**src/rtl/opti_coef_loader_pkg.sv**
```systemverilog
`default_nettype none
// ============================================================================
//  Module      : opti_coef_loader_pkg
//  Description : Shared constants for the SOS coefficient loader: coefficient
//                width, Q2.14 unity, coefficient index map, per-section word
//                layout, loader FSM state encodings and a write-legality helper.
//  Ports       : none (package)
//  Revision    : 1.0 - initial release
// ============================================================================
package opti_coef_loader_pkg;

  localparam int COEF_W   = 16;
  localparam int NUM_COEF = 5;
  localparam int SEC_BITS = NUM_COEF * COEF_W;  // {a2,a1,b2,b1,b0}

  localparam logic [COEF_W-1:0] Q2_14_ONE = 16'h4000;

  // Coefficient index map; the index is also the 16-bit lane in SEC_BITS.
  localparam logic [2:0] IDX_B0 = 3'd0;
  localparam logic [2:0] IDX_B1 = 3'd1;
  localparam logic [2:0] IDX_B2 = 3'd2;
  localparam logic [2:0] IDX_A1 = 3'd3;
  localparam logic [2:0] IDX_A2 = 3'd4;

  // Unity gain, no feedback: the section passes samples through unchanged.
  localparam logic [SEC_BITS-1:0] PASS_THRU = {{(SEC_BITS-COEF_W){1'b0}}, Q2_14_ONE};

  // Loader FSM encodings.
  localparam logic [1:0] ST_IDLE  = 2'd0;
  localparam logic [1:0] ST_DRAIN = 2'd1;
  localparam logic [1:0] ST_SWAP  = 2'd2;

  function automatic logic idx_legal(input logic [2:0] idx);
    return (idx <= IDX_A2);
  endfunction

endpackage
`default_nettype wire

```
**src/rtl/opti_coef_bank.sv**
```systemverilog
`default_nettype none
// ============================================================================
//  Module      : opti_coef_bank
//  Description : One SOS section's coefficient storage: a shadow register set
//                written one coefficient at a time, and an active register set
//                loaded from the shadow as a whole on swap.
//  Ports       : clk, rst          - clock, synchronous active-high reset
//                we_i, idx_i, data_i - shadow write strobe, index, Q2.14 value
//                swap_i            - copy shadow into active this cycle
//                active_o          - active word {a2,a1,b2,b1,b0}
//  Revision    : 1.0 - initial release
// ============================================================================
module opti_coef_bank
  import opti_coef_loader_pkg::*;
(
  input  logic                clk,
  input  logic                rst,
  input  logic                we_i,
  input  logic [2:0]          idx_i,
  input  logic [COEF_W-1:0]   data_i,
  input  logic                swap_i,
  output logic [SEC_BITS-1:0] active_o
);

  logic [SEC_BITS-1:0] shadow_q;
  logic [SEC_BITS-1:0] shadow_d;
  logic [SEC_BITS-1:0] active_q;

  // Illegal indices never reach here with we_i set; the default arm is a
  // safety net that keeps the shadow untouched.
  always_comb begin
    shadow_d = shadow_q;
    if (we_i) begin
      case (idx_i)
        IDX_B0:  shadow_d[0*COEF_W +: COEF_W] = data_i;
        IDX_B1:  shadow_d[1*COEF_W +: COEF_W] = data_i;
        IDX_B2:  shadow_d[2*COEF_W +: COEF_W] = data_i;
        IDX_A1:  shadow_d[3*COEF_W +: COEF_W] = data_i;
        IDX_A2:  shadow_d[4*COEF_W +: COEF_W] = data_i;
        default: shadow_d = shadow_q;
      endcase
    end
  end

  always_ff @(posedge clk) begin
    if (rst) begin
      shadow_q <= PASS_THRU;
      active_q <= PASS_THRU;
    end else begin
      shadow_q <= shadow_d;
      if (swap_i) begin
        active_q <= shadow_q;
      end
    end
  end

  assign active_o = active_q;

endmodule
`default_nettype wire

```
**src/rtl/opti_coef_loader.sv**
```systemverilog
`default_nettype none
// ============================================================================
//  Module      : opti_coef_loader
//  Description : Coefficient writer for a cascaded Q2.14 SOS filter chain.
//                Host writes land in per-section shadow banks; a commit stops
//                new samples, waits for the chain to empty, then swaps every
//                section's shadow into its active bank in one cycle, so no
//                sample ever sees a mixed coefficient set.
//  Ports       : clk, rst                          - clock, sync reset
//                wr_valid/ready/sec/idx/data, wr_err - coefficient write port
//                commit_req/busy/done              - commit handshake
//                src_valid/ready/data              - sample source side
//                sos_valid_in, sos_data_in         - to first SOS section
//                sos_valid_out                     - from last SOS section
//                coef_active                       - active coefficients
//                cnt_err                           - sticky in-flight error
//  Revision    : 1.0 - initial release
// ============================================================================
module opti_coef_loader
  import opti_coef_loader_pkg::*;
#(
  parameter int N_SOS = 2,
  parameter int SEC_W = 1,
  parameter int CNT_W = 6
) (
  input  logic                      clk,
  input  logic                      rst,
  input  logic                      wr_valid,
  output logic                      wr_ready,
  input  logic [SEC_W-1:0]          wr_sec,
  input  logic [2:0]                wr_idx,
  input  logic [COEF_W-1:0]         wr_data,
  output logic                      wr_err,
  input  logic                      commit_req,
  output logic                      commit_busy,
  output logic                      commit_done,
  input  logic                      src_valid,
  output logic                      src_ready,
  input  logic [COEF_W-1:0]         src_data,
  output logic                      sos_valid_in,
  output logic [COEF_W-1:0]         sos_data_in,
  input  logic                      sos_valid_out,
  output logic [N_SOS*SEC_BITS-1:0] coef_active,
  output logic                      cnt_err
);

  localparam logic [CNT_W-1:0] CNT_MAX  = '1;
  localparam logic [CNT_W-1:0] CNT_ZERO = '0;
  localparam logic [CNT_W-1:0] CNT_ONE  = {{(CNT_W-1){1'b0}}, 1'b1};

  logic [1:0]       state_q, state_d;
  logic [CNT_W-1:0] in_flight_q, in_flight_d;
  logic             cnt_err_q, cnt_err_d;
  logic             wr_err_q;
  logic             commit_done_q;

  logic idle;
  logic wr_fire;
  logic sec_ok;
  logic wr_legal;
  logic swap;

  // --------------------------------------------------------------------------
  // Handshakes and sample gating. Sample path is purely combinational so the
  // loader adds no latency in front of section 0.
  // --------------------------------------------------------------------------
  assign idle         = (state_q == ST_IDLE);
  assign wr_ready     = idle;
  assign src_ready    = idle;
  assign sos_valid_in = src_valid & src_ready;
  assign sos_data_in  = src_data;
  assign commit_busy  = ~idle;
  assign commit_done  = commit_done_q;
  assign wr_err       = wr_err_q;
  assign cnt_err      = cnt_err_q;
  assign swap         = (state_q == ST_SWAP);

  // Widened by one bit so the compare stays meaningful when 2**SEC_W == N_SOS.
  assign sec_ok   = ({1'b0, wr_sec} < (SEC_W+1)'(N_SOS));
  assign wr_fire  = wr_valid & wr_ready;
  assign wr_legal = sec_ok & idx_legal(wr_idx);

  // --------------------------------------------------------------------------
  // In-flight counter: samples entered minus samples leaving the last section.
  // Saturates at both ends and flags the event stickily instead of wrapping,
  // which would otherwise let a commit swap under live samples.
  // --------------------------------------------------------------------------
  always_comb begin
    in_flight_d = in_flight_q;
    cnt_err_d   = cnt_err_q;
    case ({sos_valid_in, sos_valid_out})
      2'b10: begin
        if (in_flight_q == CNT_MAX) begin
          cnt_err_d = 1'b1;
        end else begin
          in_flight_d = in_flight_q + CNT_ONE;
        end
      end
      2'b01: begin
        if (in_flight_q == CNT_ZERO) begin
          cnt_err_d = 1'b1;
        end else begin
          in_flight_d = in_flight_q - CNT_ONE;
        end
      end
      default: in_flight_d = in_flight_q;
    endcase
  end

  // --------------------------------------------------------------------------
  // Commit FSM. DRAIN blocks samples and writes until the chain is empty;
  // SWAP lasts exactly one cycle and is the only time active banks load.
  // --------------------------------------------------------------------------
  always_comb begin
    state_d = state_q;
    case (state_q)
      ST_IDLE: begin
        if (commit_req) begin
          state_d = ST_DRAIN;
        end
      end
      ST_DRAIN: begin
        if (in_flight_q == CNT_ZERO) begin
          state_d = ST_SWAP;
        end
      end
      ST_SWAP: begin
        state_d = ST_IDLE;
      end
      default: begin
        state_d = ST_IDLE;
      end
    endcase
  end

  always_ff @(posedge clk) begin
    if (rst) begin
      state_q       <= ST_IDLE;
      in_flight_q   <= CNT_ZERO;
      cnt_err_q     <= 1'b0;
      wr_err_q      <= 1'b0;
      commit_done_q <= 1'b0;
    end else begin
      state_q       <= state_d;
      in_flight_q   <= in_flight_d;
      cnt_err_q     <= cnt_err_d;
      wr_err_q      <= wr_fire & ~wr_legal;
      commit_done_q <= swap;
    end
  end

  // --------------------------------------------------------------------------
  // Per-section coefficient banks; section 0 occupies the LSBs.
  // --------------------------------------------------------------------------
  for (genvar g = 0; g < N_SOS; g++) begin : g_bank
    logic bank_we;
    assign bank_we = wr_fire & wr_legal & (wr_sec == SEC_W'(g));

    opti_coef_bank u_bank (
      .clk      (clk),
      .rst      (rst),
      .we_i     (bank_we),
      .idx_i    (wr_idx),
      .data_i   (wr_data),
      .swap_i   (swap),
      .active_o (coef_active[g*SEC_BITS +: SEC_BITS])
    );
  end

endmodule
`default_nettype wire

```
**config.mk**
```make
export PLATFORM = sky130hd
export DESIGN_NAME = opti_coef_loader
export DESIGN_NICKNAME = d
export VERILOG_FILES = /design/src/rtl/opti_coef_loader_pkg.sv /design/src/rtl/opti_coef_bank.sv /design/src/rtl/opti_coef_loader.sv
export SDC_FILE = /design/constraint.sdc
export NUM_CORES = 1
export LEC_CHECK = 0
export ABC_CLOCK_PERIOD_IN_PS = 4000
export CAP_MARGIN = 20
export CORE_MARGIN = 2
export CORE_UTILIZATION = 50
export CTS_CLUSTER_SIZE = 10
export DETAILED_ROUTE_END_ITERATION = 8
export GPL_ROUTABILITY_DRIVEN = 0
export PLACE_DENSITY = 0.85
export SETUP_SLACK_MARGIN = 0.1
export SKIP_CTS_REPAIR_TIMING = 1
export SLEW_MARGIN = 10
export SYNTH_ARGS = -nofsm -noshare
export SYNTH_HDL_FRONTEND = slang
export SYNTH_SLANG_ARGS = --single-unit
```
**constraint.sdc**
```tcl
create_clock -name clk -period 4 [get_ports clk]
set_clock_uncertainty 0.2 [all_clocks]
set_input_delay 1.2 -clock clk [delete_from_list [all_inputs] [get_ports clk]]
set_output_delay 1.2 -clock clk [all_outputs]
set_load 0.01 [all_outputs]
```
==> results.yml <==
placed_design:
  dp_hpwl_um: 19610
  portBuffers: 192
timing:
  final-max-slew-violation-count: 0
  fmax_mhz: 263.3
  min_period_ns: 3.798
  grt_setup_unrepaired: "no"
  finalSetupViolations: 0
  holdWs_ns: 0.2480
  worstMarginPinSlew_ns: 0.9484
  hold_violations: 0
  fin_tns_setup_ns: 0
  post-route-period-util: 0.9496
  slew_headroom: 0.3658
cts:
  clkLatencyLatePin_ns: 0.50
  htreeDepth: 2
  clockRootBuffer: "clkbuf_16"
  clock-sinks: 331
  clkTransAtPathRegs_ns: 0.05
  clock_path_buffers: 3
  cts_tree: "yes"
  numCtsBuffers: 39
global_routing:
  grt_pass1_wl_um: 50040
  grt_max_degree: 161
  grt_pass1_vias: 9494
  antenna_found_initial: 0
  grt_overflow: 0
  grt_usage: 0.2425
detailed_routing:
  drtAntennaViolNets: 0
  routed_wl_um: 32040
  routedWlPerCell_um: 16.83
  vias_per_cell: 5.399
  drc: 0
  drtPass1Iterations: 5
  drt_iter0_drc: 821
  vias: 10280
final_layout:
  antennaDiodeCount: 0
  final_nets: 1628
  area_growth_syn_to_layout_pct: 24.31
  drive_gt1_frac: 0.04921
yosys:
  yosys-top-cells-area: "dfxtp_1, nand2_1, a21oi_1"
  ys_seq_area_frac: 0.5512
  async_reset_ff_frac: 0
  yosys-top-cells-count: "nand2_1, dfxtp_1, a21oi_1"
  yosysTopAreaCellShare: 0.5512
  synth_cells: 1468
  yosysWarnings: 0
  ys_ff_latch: 331
  synth_fp_nets: 1514
  syn_avg_cell_area_um2: 8.189
  ys_types: 42
  synth_edf_count: 0
  netlist_area_um2: 12020
  yosysMostFrequentCell: "nand2_1"
  yosysTopAreaCell: "dfxtp_1"
  ys.flop_type: "dfxtp_1"
worst_setup_path:
  arrival_ns: 2.40
  cp-start-kind: "input port"
  required_ns: 2.60
  r2r_start: "state_q[1]"
  cp-end-kind: "output port"
  crit_type: "in -> out"
  reg2reg_depth: 9
  reg2reg_setup_slack_ns: 0.91
  rr_endpoint: "in_flight_q[4]"
  path_max_fanout: 3
die:
  fp-row-count: 56
  boundaryPins: 225
  die_area_um2: 25300
  chipHeight_um: 159.1
  die_x_um: 159.1
  design.core.area_um2: 23540
  start_util: 0.5106
worst_hold_path:
  holdPathStages: 2
  hp-class: "reg -> reg"
  hp-start: "g_bank[1].u_bank.shadow_q[24]"
  holdPathEnd: "g_bank[1].u_bank.active_o[24]"
power_and_ir_drop:
  cellLeakagePower_nw: 5.071
  p_per_area_nw_per_um2: 479.5
  vdd_drop_max_mv: 0.3366
run_status:
  run_status: "completed"
flow_run:
  maxCapViolations: 0
routing by layer:
metal | share of wire | vias to the layer above | global-route usage | wire [µm]
met5 | 0 | - | 0 | 0
met2 | 0.47 | 416 | 0.4024 | 15190
met1 | 0.41 | 4857 | 0.3065 | 13120
li1 | - | 4924 | - | -
met3 | 0.077 | 82 | 0.05053 | 2482
met4 | 0.039 | 0 | 0.1054 | 1251
cells in the final DEF (no fill, tap or decap), types with 5 or more instances in the layout:
cell type / count
mux2i_1: 65
clkdlybuf4s50_1: 191
buf_4: 14
clkbuf_16: 39
nor2b_1: 5
nor2_1: 81
a21oi_1: 259
dfxtp_1: 331
nand2_1: 520
nand3b_1: 5
nand3_1: 6
through the flow:
step | setup WS (ns) | std cells | cell area [µm²] | utilization | total power [mW]
5_1_grt | 0.1365 | 1904 | 14940 | 0.6348 | 7.420
3_5_place_dp | 0.1433 | 1860 | 13930 | 0.5917 | 4.264
2_1_floorplan | 0.6217 | 1468 | 12020 | - | 4.026
6_report | 0.2016 | 1904 | 14940 | 0.6348 | 7.165
4_1_cts | 0.1914 | 1904 | 14940 | 0.6348 | 7.201
3_3_place_gp | 0.2192 | 1860 | 13930 | 0.5917 | 4.240
where the power goes:
group,switching [mW],internal [mW]
logic,0.500,0.244
registers,0.0918,3.37
clock network,1.23,1.73
total,1.82,5.34
critical path, cell delays in order:
cell and delay [ns]:
clkdlybuf4s50_1 0.46, nand2_1 0.09, inv_1 0.11, clkdlybuf4s50_1 0.53
worst max path at each step:
stage	start	to	depth (start not counted)
floorplan	src_valid	in_flight_q[4]	11
finish	src_valid	sos_valid_in	4
global route	src_valid	sos_valid_in	4
CTS	src_valid	sos_valid_in	4
detailed placement	src_valid	in_flight_q[4]	9
global placement	src_valid	sos_valid_in	4
logic make-up after synthesis:
group	synth area share
DFF	0.5512
and+or+nand+nor	0.2167
buffers and inverters	0.05277
xor gates and xnor gates	0.003643
adders and majority gates	0.004163
muxes	0.05693
AOI/OAI and AO/OA	0.1146
state kept, by name, summed over array words and instances (netlist names):
| signal | cells |
|---|---|
| wr_err | 1 |
| in_flight_q | 6 |
| cnt_err | 1 |
| commit_done | 1 |
| g_bank.u_bank.shadow_q | 160 |
| g_bank.u_bank.active_o | 160 |
| state_q | 2 |
cell type report:
cell class | count | area, µm²
fillers | 1992 | 8598
multi-input cells | 997 | 4781
inverters | 3 | 11.26
flip-flops and latches | 331 | 6626
clock buffers | 40 | 979.7
clock inverters | 4 | 35.03
well taps | 319 | 399.1
repair buffers | 210 | 2112
No activity file was read; power rests on OpenSTA's default activity.
